### src/rtl/mat_stream_driver.sv
// Initiator for the mat_mul accelerator: streams operand buffers A then B, pulses start,
// then captures the result stream. Define MAT_STREAM_TIMEOUT_EN to add a RECV watchdog.
//
// state  | meaning
// IDLE   | waiting for go; load port writes operand buffers
// SEND_A | streaming A buffer, sel=0
// GAP    | one dead cycle while sel switches to B
// SEND_B | streaming B buffer, sel=1
// START  | one-cycle compute trigger
// RECV   | accepting result beats into the result buffer
// DONE   | one-cycle completion pulse
module mat_stream_driver #(
    parameter int DATA_WIDTH = 32,
    parameter int DIM_LOG    = 1
) (
    input  logic                    s00_axi_aclk,
    input  logic                    s00_axi_aresetn,
    input  logic                    ld_we,
    input  logic                    ld_sel,
    input  logic [2*DIM_LOG-1:0]    ld_addr,
    input  logic [DATA_WIDTH-1:0]   ld_data,
    input  logic                    go,
    output logic                    busy,
    output logic                    done,
    output logic                    len_err,
    input  logic [2*DIM_LOG-1:0]    rd_addr,
    output logic [DATA_WIDTH-1:0]   rd_data,
    output logic                    m00_axis_tvalid,
    output logic [DATA_WIDTH-1:0]   m00_axis_tdata,
    output logic                    m00_axis_tlast,
    output logic [DATA_WIDTH/8-1:0] m00_axis_tstrb,
    input  logic                    m00_axis_tready,
    input  logic                    s00_axis_tvalid,
    input  logic [DATA_WIDTH-1:0]   s00_axis_tdata,
    input  logic                    s00_axis_tlast,
    output logic                    s00_axis_tready,
    output logic                    sel,
    output logic                    start
);
    localparam int AW = 2*DIM_LOG;
    localparam int NE = 1 << AW;
    localparam logic [AW-1:0] IDX_LAST = {AW{1'b1}};

    typedef enum logic [2:0] {IDLE, SEND_A, GAP, SEND_B, START, RECV, DONE} state_t;

    state_t state, state_nx;
    logic [AW-1:0] idx;
    logic idx_clr, idx_inc, err_set, err_clr, res_we;
    logic [DATA_WIDTH-1:0] a_buf   [NE];
    logic [DATA_WIDTH-1:0] b_buf   [NE];
    logic [DATA_WIDTH-1:0] res_buf [NE];

`ifdef MAT_STREAM_TIMEOUT_EN
    logic [15:0] wd_cnt;
    logic wd_load, wd_dec;

    // Down-counter of idle RECV cycles; terminal count 1 means 65535 silent cycles.
    always_ff @(posedge s00_axi_aclk or negedge s00_axi_aresetn) begin
        if (!s00_axi_aresetn)
            wd_cnt <= '1;
        else if (wd_load)
            wd_cnt <= '1;
        else if (wd_dec)
            wd_cnt <= wd_cnt - 1'b1;
    end
`endif

    assign m00_axis_tstrb = '1;

    always_ff @(posedge s00_axi_aclk or negedge s00_axi_aresetn) begin
        if (!s00_axi_aresetn)
            state <= IDLE;
        else
            state <= state_nx;
    end

    always_comb begin
        state_nx        = state;
        idx_clr         = 1'b0;
        idx_inc         = 1'b0;
        err_set         = 1'b0;
        err_clr         = 1'b0;
        res_we          = 1'b0;
        busy            = (state != IDLE);
        done            = 1'b0;
        m00_axis_tvalid = 1'b0;
        m00_axis_tdata  = '0;
        m00_axis_tlast  = 1'b0;
        s00_axis_tready = 1'b0;
        sel             = 1'b0;
        start           = 1'b0;
`ifdef MAT_STREAM_TIMEOUT_EN
        wd_load         = 1'b0;
        wd_dec          = 1'b0;
`endif
        case (state)
            IDLE: begin
                if (go) begin
                    state_nx = SEND_A;
                    idx_clr  = 1'b1;
                    err_clr  = 1'b1;
                end
            end
            SEND_A: begin
                m00_axis_tvalid = 1'b1;
                m00_axis_tdata  = a_buf[idx];
                m00_axis_tlast  = (idx == IDX_LAST);
                if (m00_axis_tready) begin
                    idx_inc = 1'b1;
                    if (idx == IDX_LAST)
                        state_nx = GAP;
                end
            end
            GAP: begin
                sel      = 1'b1;
                idx_clr  = 1'b1;
                state_nx = SEND_B;
            end
            SEND_B: begin
                sel             = 1'b1;
                m00_axis_tvalid = 1'b1;
                m00_axis_tdata  = b_buf[idx];
                m00_axis_tlast  = (idx == IDX_LAST);
                if (m00_axis_tready) begin
                    idx_inc = 1'b1;
                    if (idx == IDX_LAST)
                        state_nx = START;
                end
            end
            START: begin
                sel      = 1'b1;
                start    = 1'b1;
                idx_clr  = 1'b1;
                state_nx = RECV;
`ifdef MAT_STREAM_TIMEOUT_EN
                wd_load  = 1'b1;
`endif
            end
            RECV: begin
                sel             = 1'b1;
                s00_axis_tready = 1'b1;
                if (s00_axis_tvalid) begin
                    res_we  = 1'b1;
                    idx_inc = 1'b1;
`ifdef MAT_STREAM_TIMEOUT_EN
                    wd_load = 1'b1;
`endif
                    // Either end marker ends the run; only both together is a clean length.
                    if (s00_axis_tlast || idx == IDX_LAST) begin
                        err_set  = !(s00_axis_tlast && idx == IDX_LAST);
                        state_nx = DONE;
                    end
                end
`ifdef MAT_STREAM_TIMEOUT_EN
                else if (wd_cnt == 16'd1) begin
                    err_set  = 1'b1;
                    state_nx = DONE;
                end
                else begin
                    wd_dec = 1'b1;
                end
`endif
            end
            DONE: begin
                done     = 1'b1;
                state_nx = IDLE;
            end
            default: state_nx = IDLE;
        endcase
    end

    always_ff @(posedge s00_axi_aclk or negedge s00_axi_aresetn) begin
        if (!s00_axi_aresetn) begin
            idx     <= '0;
            len_err <= 1'b0;
            rd_data <= '0;
        end else begin
            if (idx_clr)
                idx <= '0;
            else if (idx_inc)
                idx <= idx + 1'b1;
            if (err_clr)
                len_err <= 1'b0;
            else if (err_set)
                len_err <= 1'b1;
            rd_data <= res_buf[rd_addr];
        end
    end

    // Storage is deliberately not reset; contents persist across runs and resets.
    always_ff @(posedge s00_axi_aclk) begin
        if (ld_we && state == IDLE) begin
            if (ld_sel)
                b_buf[ld_addr] <= ld_data;
            else
                a_buf[ld_addr] <= ld_data;
        end
        if (res_we)
            res_buf[idx] <= s00_axis_tdata;
    end

endmodule
### config.mk
export PLATFORM = sky130hd
export DESIGN_NAME = mat_stream_driver
export DESIGN_NICKNAME = d
export VERILOG_FILES = /design/src/rtl/mat_stream_driver.sv
export SDC_FILE = /design/constraint.sdc
export NUM_CORES = 1
export LEC_CHECK = 0
export CAP_MARGIN = 10
export CELL_PAD_IN_SITES_DETAIL_PLACEMENT = 1
export CELL_PAD_IN_SITES_GLOBAL_PLACEMENT = 2
export CORE_ASPECT_RATIO = 1.4
export CORE_MARGIN = 2
export CORE_UTILIZATION = 30
export CTS_CLUSTER_DIAMETER = 150
export DETAILED_ROUTE_END_ITERATION = 8
export GPL_TIMING_DRIVEN = 0
export PLACE_DENSITY = 0.55
export SYNTH_ARGS = -nofsm -noshare
export SYNTH_HDL_FRONTEND = slang
export SYNTH_SLANG_ARGS = --single-unit
### constraint.sdc
create_clock -name s00_axi_aclk -period 4.6 [get_ports s00_axi_aclk]
set_input_delay 1.15 -clock s00_axi_aclk [delete_from_list [all_inputs] [get_ports s00_axi_aclk]]
set_output_delay 1.15 -clock s00_axi_aclk [all_outputs]
set_load 0.05 [all_outputs]
==> results of run 1 <==
## worst max-delay path, cell delays in order (launching register included)
cell and delay (ps):
dfrtp_1 370, inv_1 130, nor3_2 460, clkbuf_1 610
a22o_1 300, clkdlybuf4s50_1 830
## routing by layer
| layer | vias up | part of all wire (%) | wire, um |
|---|---|---|---|
| met2 | 180 | 53 | 19300 |
| met5 | - | 0.079 | 29 |
| li1 | 3193 | - | - |
| met1 | 3797 | 38 | 13800 |
| met3 | 58 | 7.3 | 2650 |
| met4 | 4 | 2.1 | 753 |
## kinds of logic (layout without fill, tap and decap cells)
logic type | after synthesis | after routing | share of synthesized area, %
AO/OA/AOI/OAI | 42 | 42 | 2.23
XOR/XNOR | 1 | 1 | 0.0561
adder cells (fa/ha/maj) | 5 | 5 | 0.401
buffers and inverters | 42 | 289 | 1.69
flip-flops | 422 | 422 | 80.0
multiplexers | 96 | 96 | 14.2
other | 1 | 5 | 0.0240
AND/OR/NAND/NOR | 42 | 42 | 1.46
## flip-flops by register name, indices dropped and copies added (netlist names)
signal   count
a_buf      128
b_buf      128
res_buf    128
rd_data     32
state        3
idx          2
len_err      1
## report_power, final
part	switching [mW]	internal [mW]
Sequential	0.0420	4.28
Clock	1.46	2.06
Combinational	2.07	1.32
## how the worst max path moves through the flow
stage                     slack [ps]                 start  cells past startpoint                      to
after global routing              10  state[0]$_DFFE_PN0P_                      5       m00_axis_tdata[4]
after global placement         -3240                 ld_we                      4  a_buf[0][21]$_DFFE_PP_
after detailed placement         560                 ld_we                      7  b_buf[0][21]$_DFFE_PP_
after CTS                         60  state[0]$_DFFE_PN0P_                      5      m00_axis_tdata[10]
after floorplan                  340                 ld_we                      3   b_buf[0][0]$_DFFE_PP_
final                            200  state[0]$_DFFE_PN0P_                      5       m00_axis_tdata[4]
## per-stage QoR
step	power, mW	cells	utilization [%]	instance area (um^2)
after floorplan	6.67	654	-	15600
after global placement	7.85	1450	34.9	17900
after detailed placement	7.88	1471	35.7	18300
after CTS	11.5	1551	38.5	19700
after global routing	11.7	1551	38.5	19700
final	11.2	1552	38.5	19700
## layout make-up
type / count / area [um^2] / area share (%)
plain buffers: 36 / 243 / 1.23
diodes: 1 / 2.50 / 0.0127
flip-flops and latches: 422 / 12500 / 63.2
multi-input cells: 190 / 2940 / 14.9
clock buffers: 59 / 1240 / 6.28
clock inverters: 21 / 195 / 0.988
repair buffers: 167 / 1810 / 9.17
inverters: 6 / 22.5 / 0.114
well taps: 650 / 813 / 4.12
## what timing repair did
action | in CTS | in global routing
setup endpoints to repair | 0 | 3
gates resized for setup | 0 | 2
hold buffers | 0 | 0
## synth_stat cells (2+ instances only)
| cell | instances | share of area, % |
|---|---|---|
| a22o_1 | 32 | 1.8 |
| ha_1 | 5 | 0.40 |
| buf_12 | 3 | 0.38 |
| edfxtp_1 | 384 | 74 |
| buf_1 | 2 | 0.048 |
| o211ai_1 | 4 | 0.19 |
| nand4_1 | 2 | 0.080 |
| nor2_1 | 9 | 0.22 |
| nor3_1 | 6 | 0.19 |
| mux4_1 | 14 | 2.4 |
| nand2_1 | 6 | 0.14 |
| buf_2 | 10 | 0.32 |
| nand2b_1 | 6 | 0.24 |
| and2_1 | 7 | 0.28 |
| dfrtp_1 | 38 | 6.1 |
| buf_4 | 7 | 0.34 |
| a21oi_1 | 2 | 0.064 |
| inv_1 | 6 | 0.14 |
| clkbuf_1 | 12 | 0.29 |
| mux4_2 | 82 | 12 |
==> results.txt, run 1 <==
Outcome - completed
Gp weighted congestion - 0.654
Fin nets - 948
Wire length of the first global-routing pass - 54900 um
Sequential area share after synthesis - 80.0%
Share of cells above drive strength 1 - 22.6%
Clk Latency, worst-skew pair - 570 ps
Commonest non-fill, non-tap cell in the layout - edfxtp_1
Die height - 274 um
Port Buffer Count - 146
Fillers - 4912
CP Capture Type - output port
Root buffer cell - clkbuf_16
TritonCTS clock tree - built
Synth Warn # - 0
Largest fanout on the critical path - 10
Hold Violations, Final - 0
Via count - 7232
GR Util met2 - 25.2%
Total gr overflow - 0
RR Endpoint - b_buf[0][13]$_DFFE_PP_
Worst VDD drop - 0.300 mV
Crit path time final - 4400 ps
Gate Count Post-Synth - 651
Routed Antenna Nets - 0
Met1 Track Usage GR - 15.6%
Slew Viols, Final - 0
Critical path arrival - 3250 ps
Pwr dens - 569 nW/um^2
Tcrit/Tclk final - 95.7%
Die Wd - 197 um
CTS Buffer Depth - 3
Worst Hold Class - in -> async
Final WL - 36500 um
Netlist cell types - 34
#FFs+latches synth - 422
Fraction of registers with async set/reset - 9.00%
Final hold slack - 505 ps
R2R cell count - 7
Pre-CTS setup slack - 559 ps
Worst-Margin Slew - 898 ps
Routed WL per cell - 23.5 um
Ys flop type - edfxtp_1
Critical path type - reg -> out
P&R area growth vs syn - 26.5%
GR Util met3 - 4.90%
GRT Resource Usage Total - 14.0%
EDFF count, synth - 384
Final setup vio count - 0
Commonest non-fill, non-tap cells in the layout - edfxtp_1, clkdlybuf4s50_1, mux4_2
Busiest grt layer - met2
Vias in the first global route - 8333
H-tree levels - 2
Row Count - 98
DR vias/cell - 4.66
Post-CTS Repair Setup Buffers - 0
Slew headroom - 39.8%
Critical Path RT - 3450 ps
DRC - 0
Drt pass-1 iters - 4
Core Box Area - 51300 um^2
Reg2reg start - state[1]$_DFFE_PN0P_
IO Count - 152
CTS Buf Count - 44
LEAKAGE - 6.40 nW
DP Wirelength - 23600 um
Setup ws final - 197 ps
Max Cap Viol - 0
CTS Sinks - 422
Pin count of the biggest net entering global routing - 27
Initial core utilization - 30.5%
Synthesized cell area - 15600 um^2
Fmax - 227 MHz
Worst R2R Setup Slack - 1660 ps
CP Launch Type - register
Initial antenna violation count - 3
Die area - 53900 um^2
RSZ-0062 raised after global routing - false
Clk_skew - 22.1 ps
Final TNS setup - 0 ps
Mapped Avg Cell Area - 24.0 um^2
Clock transition at path regs - 60 ps
DR iter-0 viols - 333
Note: power is estimated with default switching activity, not from simulation.
==> run 2: changes to the inputs <==
--- a/config.mk
+++ b/config.mk
@@ -5,7 +5,7 @@
 export SDC_FILE = /design/constraint.sdc
 export NUM_CORES = 1
 export LEC_CHECK = 0
-export CAP_MARGIN = 10
+export CAP_MARGIN = 20
 export CELL_PAD_IN_SITES_DETAIL_PLACEMENT = 1
 export CELL_PAD_IN_SITES_GLOBAL_PLACEMENT = 2
 export CORE_ASPECT_RATIO = 1.4
==> run 2 against run 1 <==
- non-clock buffer count unchanged
- die area unchanged
- register-to-register slack worse by 60 ps
- sequential power is essentially flat
- clock power down 2%
- final area decreased by 0.23%
- combinational power about the same
- first-iteration DRC count grew 0.30%
- wire length hardly changed
- critical endpoint unchanged
- highest routed layer unchanged
==> results.txt, run 2 (same netlist as run 1, synthesis figures left out) <==
Total gr overflow - 0 (unchanged)
CP Capture Type - output port (unchanged)
Critical Path Start - state[0]$_DFFE_PN0P_ (unchanged)
Final setup vio count - 0 (unchanged)
Hold Violations, Final - 0 (unchanged)
Crit path time final - 4360 ps (was 4400 ps)
Clock transition at path regs - 60 ps (about the same)
P&R area growth vs syn - 26.2% (was 26.5%)
LEAKAGE - 6.37 nW (was 6.40 nW)
CTS Sinks - 422 (unchanged)
Setup ws final - 237 ps (was 197 ps)
Row Count - 98 (unchanged)
Tcrit/Tclk final - 94.8% (was 95.7%)
Clk Latency, worst-skew pair - 570 ps (about the same)
Worst Hold Class - in -> async (unchanged)
Outcome - completed (unchanged)
Commonest non-fill, non-tap cell in the layout - edfxtp_1 (unchanged)
Fin nets - 948 (unchanged)
GRT Resource Usage Total - 13.9% (was 14.0%)
Top flop regs - a_buf x128, b_buf x128, res_buf x128 (unchanged)
RSZ-0062 raised after global routing - false (unchanged)
Die height - 274 um (unchanged)
H-tree levels - 2 (unchanged)
DR iter-0 viols - 334 (was 333)
Commonest non-fill, non-tap cells in the layout - edfxtp_1, clkdlybuf4s50_1, mux4_2 (unchanged)
Post-CTS Repair Setup Buffers - 0 (unchanged)
Post-DP Area - 18300 um^2 (unchanged)
Via count - 7269 (was 7232)
Drt pass-1 iters - 5 (was 4)
Pwr dens - 566 nW/um^2 (was 569 nW/um^2)
Slew headroom - 39.6% (was 39.8%)
Total Power - 11.2 mW (about the same)
Clk_skew - 21.5 ps (was 22.1 ps)
Pre-CTS setup slack - 533 ps (was 559 ps)
IO Count - 152 (unchanged)
Root buffer cell - clkbuf_16 (unchanged)
Critical Path RT - 3450 ps (about the same)
Fmax - 229 MHz (was 227 MHz)
CTS Buf Count - 44 (unchanged)
Layout Cells excl Fill - 1552 (unchanged)
Post-cts hold buffer count - 0 (unchanged)
Critical path arrival - 3210 ps (was 3250 ps)
Initial antenna violation count - 3 (unchanged)
Routed WL per cell - 23.5 um (about the same)
Die area - 53900 um^2 (unchanged)
Final TNS setup - 0 ps (unchanged)
Reg2reg start - state[1]$_DFFE_PN0P_ (unchanged)
Worst-Margin Slew - 900 ps (was 898 ps)
Gp weighted congestion - 0.654 (unchanged)
CP Launch Type - register (unchanged)
CTS resizes - 0 (unchanged)
DRC - 0 (unchanged)
Inst Count DP - 1471 (unchanged)
Share of cells above drive strength 1 - 22.3% (was 22.6%)
R2R cell count - 7 (unchanged)
Vias in the first global route - 8356 (was 8333)
Final WL - 36500 um (about the same)
Routed Antenna Nets - 0 (unchanged)
Die Wd - 197 um (unchanged)
Critical path type - reg -> out (unchanged)
Largest fanout on the critical path - 10 (unchanged)
Initial core utilization - 30.5% (unchanged)
Pin count of the biggest net entering global routing - 27 (unchanged)
CTS Buffer Depth - 3 (unchanged)
TritonCTS clock tree - built (unchanged)
Worst VDD drop - 0.296 mV (was 0.300 mV)
Wire length of the first global-routing pass - 54900 um (about the same)
Design area - 19700 um^2 (about the same)
Core Box Area - 51300 um^2 (unchanged)
DR vias/cell - 4.68 (was 4.66)
DP Wirelength - 23700 um (was 23600 um)
Slew Viols, Final - 0 (unchanged)
Port Buffer Count - 146 (unchanged)
Max Cap Viol - 0 (unchanged)
-- run 2: changes by cell type in the layout (fill, tap and decap cells not counted) --
cell        change
bufinv_16       -1
clkbuf_1        +7
clkbuf_8        -2
clkinv_1        -4
clkinv_2        -1
clkinvlp_4      +2
inv_6           -1
-- run 2: critical path, stage by stage (launching register included) --
cell and delay, ps:
dfrtp_1 370, inv_1 140, nor3_2 420, clkbuf_1 600
a22o_1 300, clkdlybuf4s50_1 830
-- run 2: final timing paths --
check | end | slack, ps
max | m00_axis_tdata[4] | 240
min | rd_data[27]$_DFF_PN0_ | 510
max reg2reg | b_buf[0][21]$_DFFE_PP_ | 1600
min reg2reg | len_err$_DFFE_PN0P_ | 550
max in group asynchronous | state[1]$_DFFE_PN0P_ | 3570
min in group s00_axi_aclk | len_err$_DFFE_PN0P_ | 550
-- run 2: where the power goes --
group,switching (mW),total [mW],internal (mW)
registers,0.0413,4.32,4.28
logic,2.07,3.38,1.32
clock network,1.46,3.45,1.99
-- run 2: layer usage --
| layer | vias up | GRT usage [%] | wire length (um) |
|---|---|---|---|
| met2 | 195 | 25.5 | 19400 |
| met1 | 3827 | 15.4 | 13700 |
| met5 | - | 0 | 30 |
| li1 | 3194 | - | - |
| met4 | 4 | 3.34 | 595 |
| met3 | 49 | 4.97 | 2730 |
-- run 2: area by class of cell --
cell class                      count  area, um^2
Fill cell                        4903       31600
Sequential cell                   422       12500
Multi-Input combinational cell    190        2940
Timing Repair Buffer              167        1810
Clock buffer                       64        1240
Tap cell                          650         813
Buffer                             36         243
Clock inverter                     16         151
Inverter                            6        22.5
Antenna cell                        1        2.50
-- run 2: per-stage QoR --
step	hold WS (ps)	util [%]
floorplan	539	-
global placement	531	34.9
detailed placement	533	35.7
CTS	497	38.4
global route	496	38.4
finish	507	38.4
==> run 3: changes to the inputs <==
--- a/config.mk
+++ b/config.mk
@@ -14,6 +14,7 @@
 export CTS_CLUSTER_DIAMETER = 150
 export DETAILED_ROUTE_END_ITERATION = 8
 export GPL_TIMING_DRIVEN = 0
+export MAX_ROUTING_LAYER = met4
 export PLACE_DENSITY = 0.55
 export SYNTH_ARGS = -nofsm -noshare
 export SYNTH_HDL_FRONTEND = slang
==> run 3 against run 2 <==
- sequential power hardly changed
- largest power group unchanged
- via count down 0.33%
- clock-buffer cell count unchanged
- die area did not move
- critical path type unchanged
- wire length about the same
- final cell count grew 0.13%
- worst setup slack barely moved
- combinational power about the same
==> results.txt, run 3 (same netlist as run 1, synthesis figures left out) <==
Setup ws final - 237 ps (about the same)
Commonest non-fill, non-tap cells in the layout - edfxtp_1, clkdlybuf4s50_1, mux4_2 (unchanged)
Worst VDD drop - 0.298 mV (was 0.296 mV)
Initial antenna violation count - 3 (unchanged)
R2R cell count - 7 (unchanged)
Critical path arrival - 3210 ps (about the same)
Die Wd - 197 um (unchanged)
Worst R2R Setup Slack - 1620 ps (was 1600 ps)
Total gr overflow - 0 (unchanged)
Final Core Density - 38.5% (was 38.4%)
P&R area growth vs syn - 26.2% (about the same)
Drt pass-1 iters - 4 (was 5)
Row Count - 98 (unchanged)
Hold Violations, Final - 0 (unchanged)
Core Box Area - 51300 um^2 (unchanged)
Top flop regs - a_buf x128, b_buf x128, res_buf x128 (unchanged)
Slew Viols, Final - 0 (unchanged)
Clk Latency, worst-skew pair - 570 ps (about the same)
Clock transition at path regs - 60 ps (about the same)
Pre-CTS setup slack - 533 ps (unchanged)
Critical Path RT - 3450 ps (about the same)
Clk_skew - 20.5 ps (was 21.5 ps)
IO Count - 152 (unchanged)
Vias in the first global route - 8356 (unchanged)
Layout Cells excl Fill - 1554 (was 1552)
Crit path time final - 4360 ps (about the same)
Port Buffer Count - 146 (unchanged)
Share of cells above drive strength 1 - 22.3% (unchanged)
Commonest non-fill, non-tap cell in the layout - edfxtp_1 (unchanged)
Fin nets - 948 (unchanged)
Slew headroom - 40.9% (was 39.6%)
Reg2reg start - state[1]$_DFFE_PN0P_ (unchanged)
RR Endpoint - b_buf[0][21]$_DFFE_PP_ (unchanged)
Final setup vio count - 0 (unchanged)
Worst Hold Class - in -> async (unchanged)
Max incr delay on CP - 830 ps (about the same)
DRC - 0 (unchanged)
Critical path type - reg -> out (unchanged)
Crit path buf inv count - 3 (unchanged)
Gp weighted congestion - 0.660 (was 0.654)
Fmax - 229 MHz (about the same)
Total Power - 11.2 mW (about the same)
LEAKAGE - 6.37 nW (about the same)
H-tree levels - 2 (unchanged)
Largest fanout on the critical path - 10 (unchanged)
Max Cap Viol - 0 (unchanged)
Worst-Margin Slew - 882 ps (was 900 ps)
CP cell instances - inv_1 -> nor3_2 -> clkbuf_1 -> a22o_1 -> clkdlybuf4s50_1 (unchanged)
DR vias/cell - 4.66 (was 4.68)
Post-cts hold buffer count - 0 (unchanged)
CTS Buf Count - 44 (unchanged)
Wire length of the first global-routing pass - 54900 um (about the same)
Final WL - 36500 um (about the same)
Outcome - completed (unchanged)
Die height - 274 um (unchanged)
Routed WL per cell - 23.5 um (about the same)
DP Wirelength - 23700 um (unchanged)
CTS Sinks - 422 (unchanged)
Pwr dens - 566 nW/um^2 (about the same)
GRT Resource Usage Total - 14.4% (was 13.9%)
Inst Count DP - 1471 (unchanged)
Initial core utilization - 30.5% (unchanged)
Die area - 53900 um^2 (unchanged)
Fillers - 4908 (was 4903)
RSZ-0062 raised after global routing - false (unchanged)
Register cell area after layout - 12500 um^2 (unchanged)
TritonCTS clock tree - built (unchanged)
CP Capture Type - output port (unchanged)
Multi-input logic area - 2940 um^2 (unchanged)
Routed Antenna Nets - 0 (unchanged)
DR iter-0 viols - 348 (was 334)
Via count - 7245 (was 7269)
Tcrit/Tclk final - 94.8% (about the same)
CP Launch Type - register (unchanged)
Pin count of the biggest net entering global routing - 27 (unchanged)
Slowest stage cell, crit path - clkdlybuf4s50_1 (unchanged)
Root buffer cell - clkbuf_16 (unchanged)
CTS Buffer Depth - 3 (unchanged)
CP top delay family - buffers and inverters (unchanged)
==> run 3: cell types whose count changed in the layout (fill, tap and decap cells not counted) <==
cell     previous run  this run
diode_2             1         3
==> run 3: cell type report <==
class,instances,share of cell area [%]
repair buffers,167,9.19
multi-input cells,190,14.9
plain buffers,36,1.23
diodes,3,0.0381
flip-flops and latches,422,63.3
clock inverters,16,0.768
well taps,650,4.13
clock buffers,64,6.28
inverters,6,0.114
==> run 3: power by group <==
group	leakage (nW)	switching, mW	internal, mW
Clock	0.664	1.46	1.99
Combinational	1.80	2.07	1.32
Sequential	3.90	0.0409	4.28
==> run 3: repair_timing <==
action,4_1_cts,5_1_grt
gates resized for setup,0,2
setup buffers,0,0
hold endpoints to repair,0,0
setup endpoints to repair,0,3
==> run 3: metrics by stage <==
stage	setup TNS (ps)	area, um^2	hold WS (ps)
2_1_floorplan	0	15600	539
3_3_place_gp	-519930	17900	531
3_5_place_dp	0	18300	533
4_1_cts	0	19700	497
5_1_grt	0	19700	497
6_report	0	19700	504
==> run 3: worst max path at each step <==
stage | end | cells after the start | startpoint
floorplan | b_buf[0][0]$_DFFE_PP_ | 3 | ld_we
global placement | a_buf[0][21]$_DFFE_PP_ | 4 | ld_we
detailed placement | b_buf[0][21]$_DFFE_PP_ | 7 | ld_we
CTS | m00_axis_tdata[10] | 5 | state[0]$_DFFE_PN0P_
global route | m00_axis_tdata[4] | 5 | state[0]$_DFFE_PN0P_
finish | m00_axis_tdata[4] | 5 | state[0]$_DFFE_PN0P_
==> run 3: layer usage <==
metal  track usage, %  vias to the layer above  share of wire (%)
li1                 -                     3194                  -
met1             15.5                     3813                 38
met2             25.5                      196                 53
met3             4.88                       42                7.2
met4             3.34                        0                1.6
met5                -                        -                  0
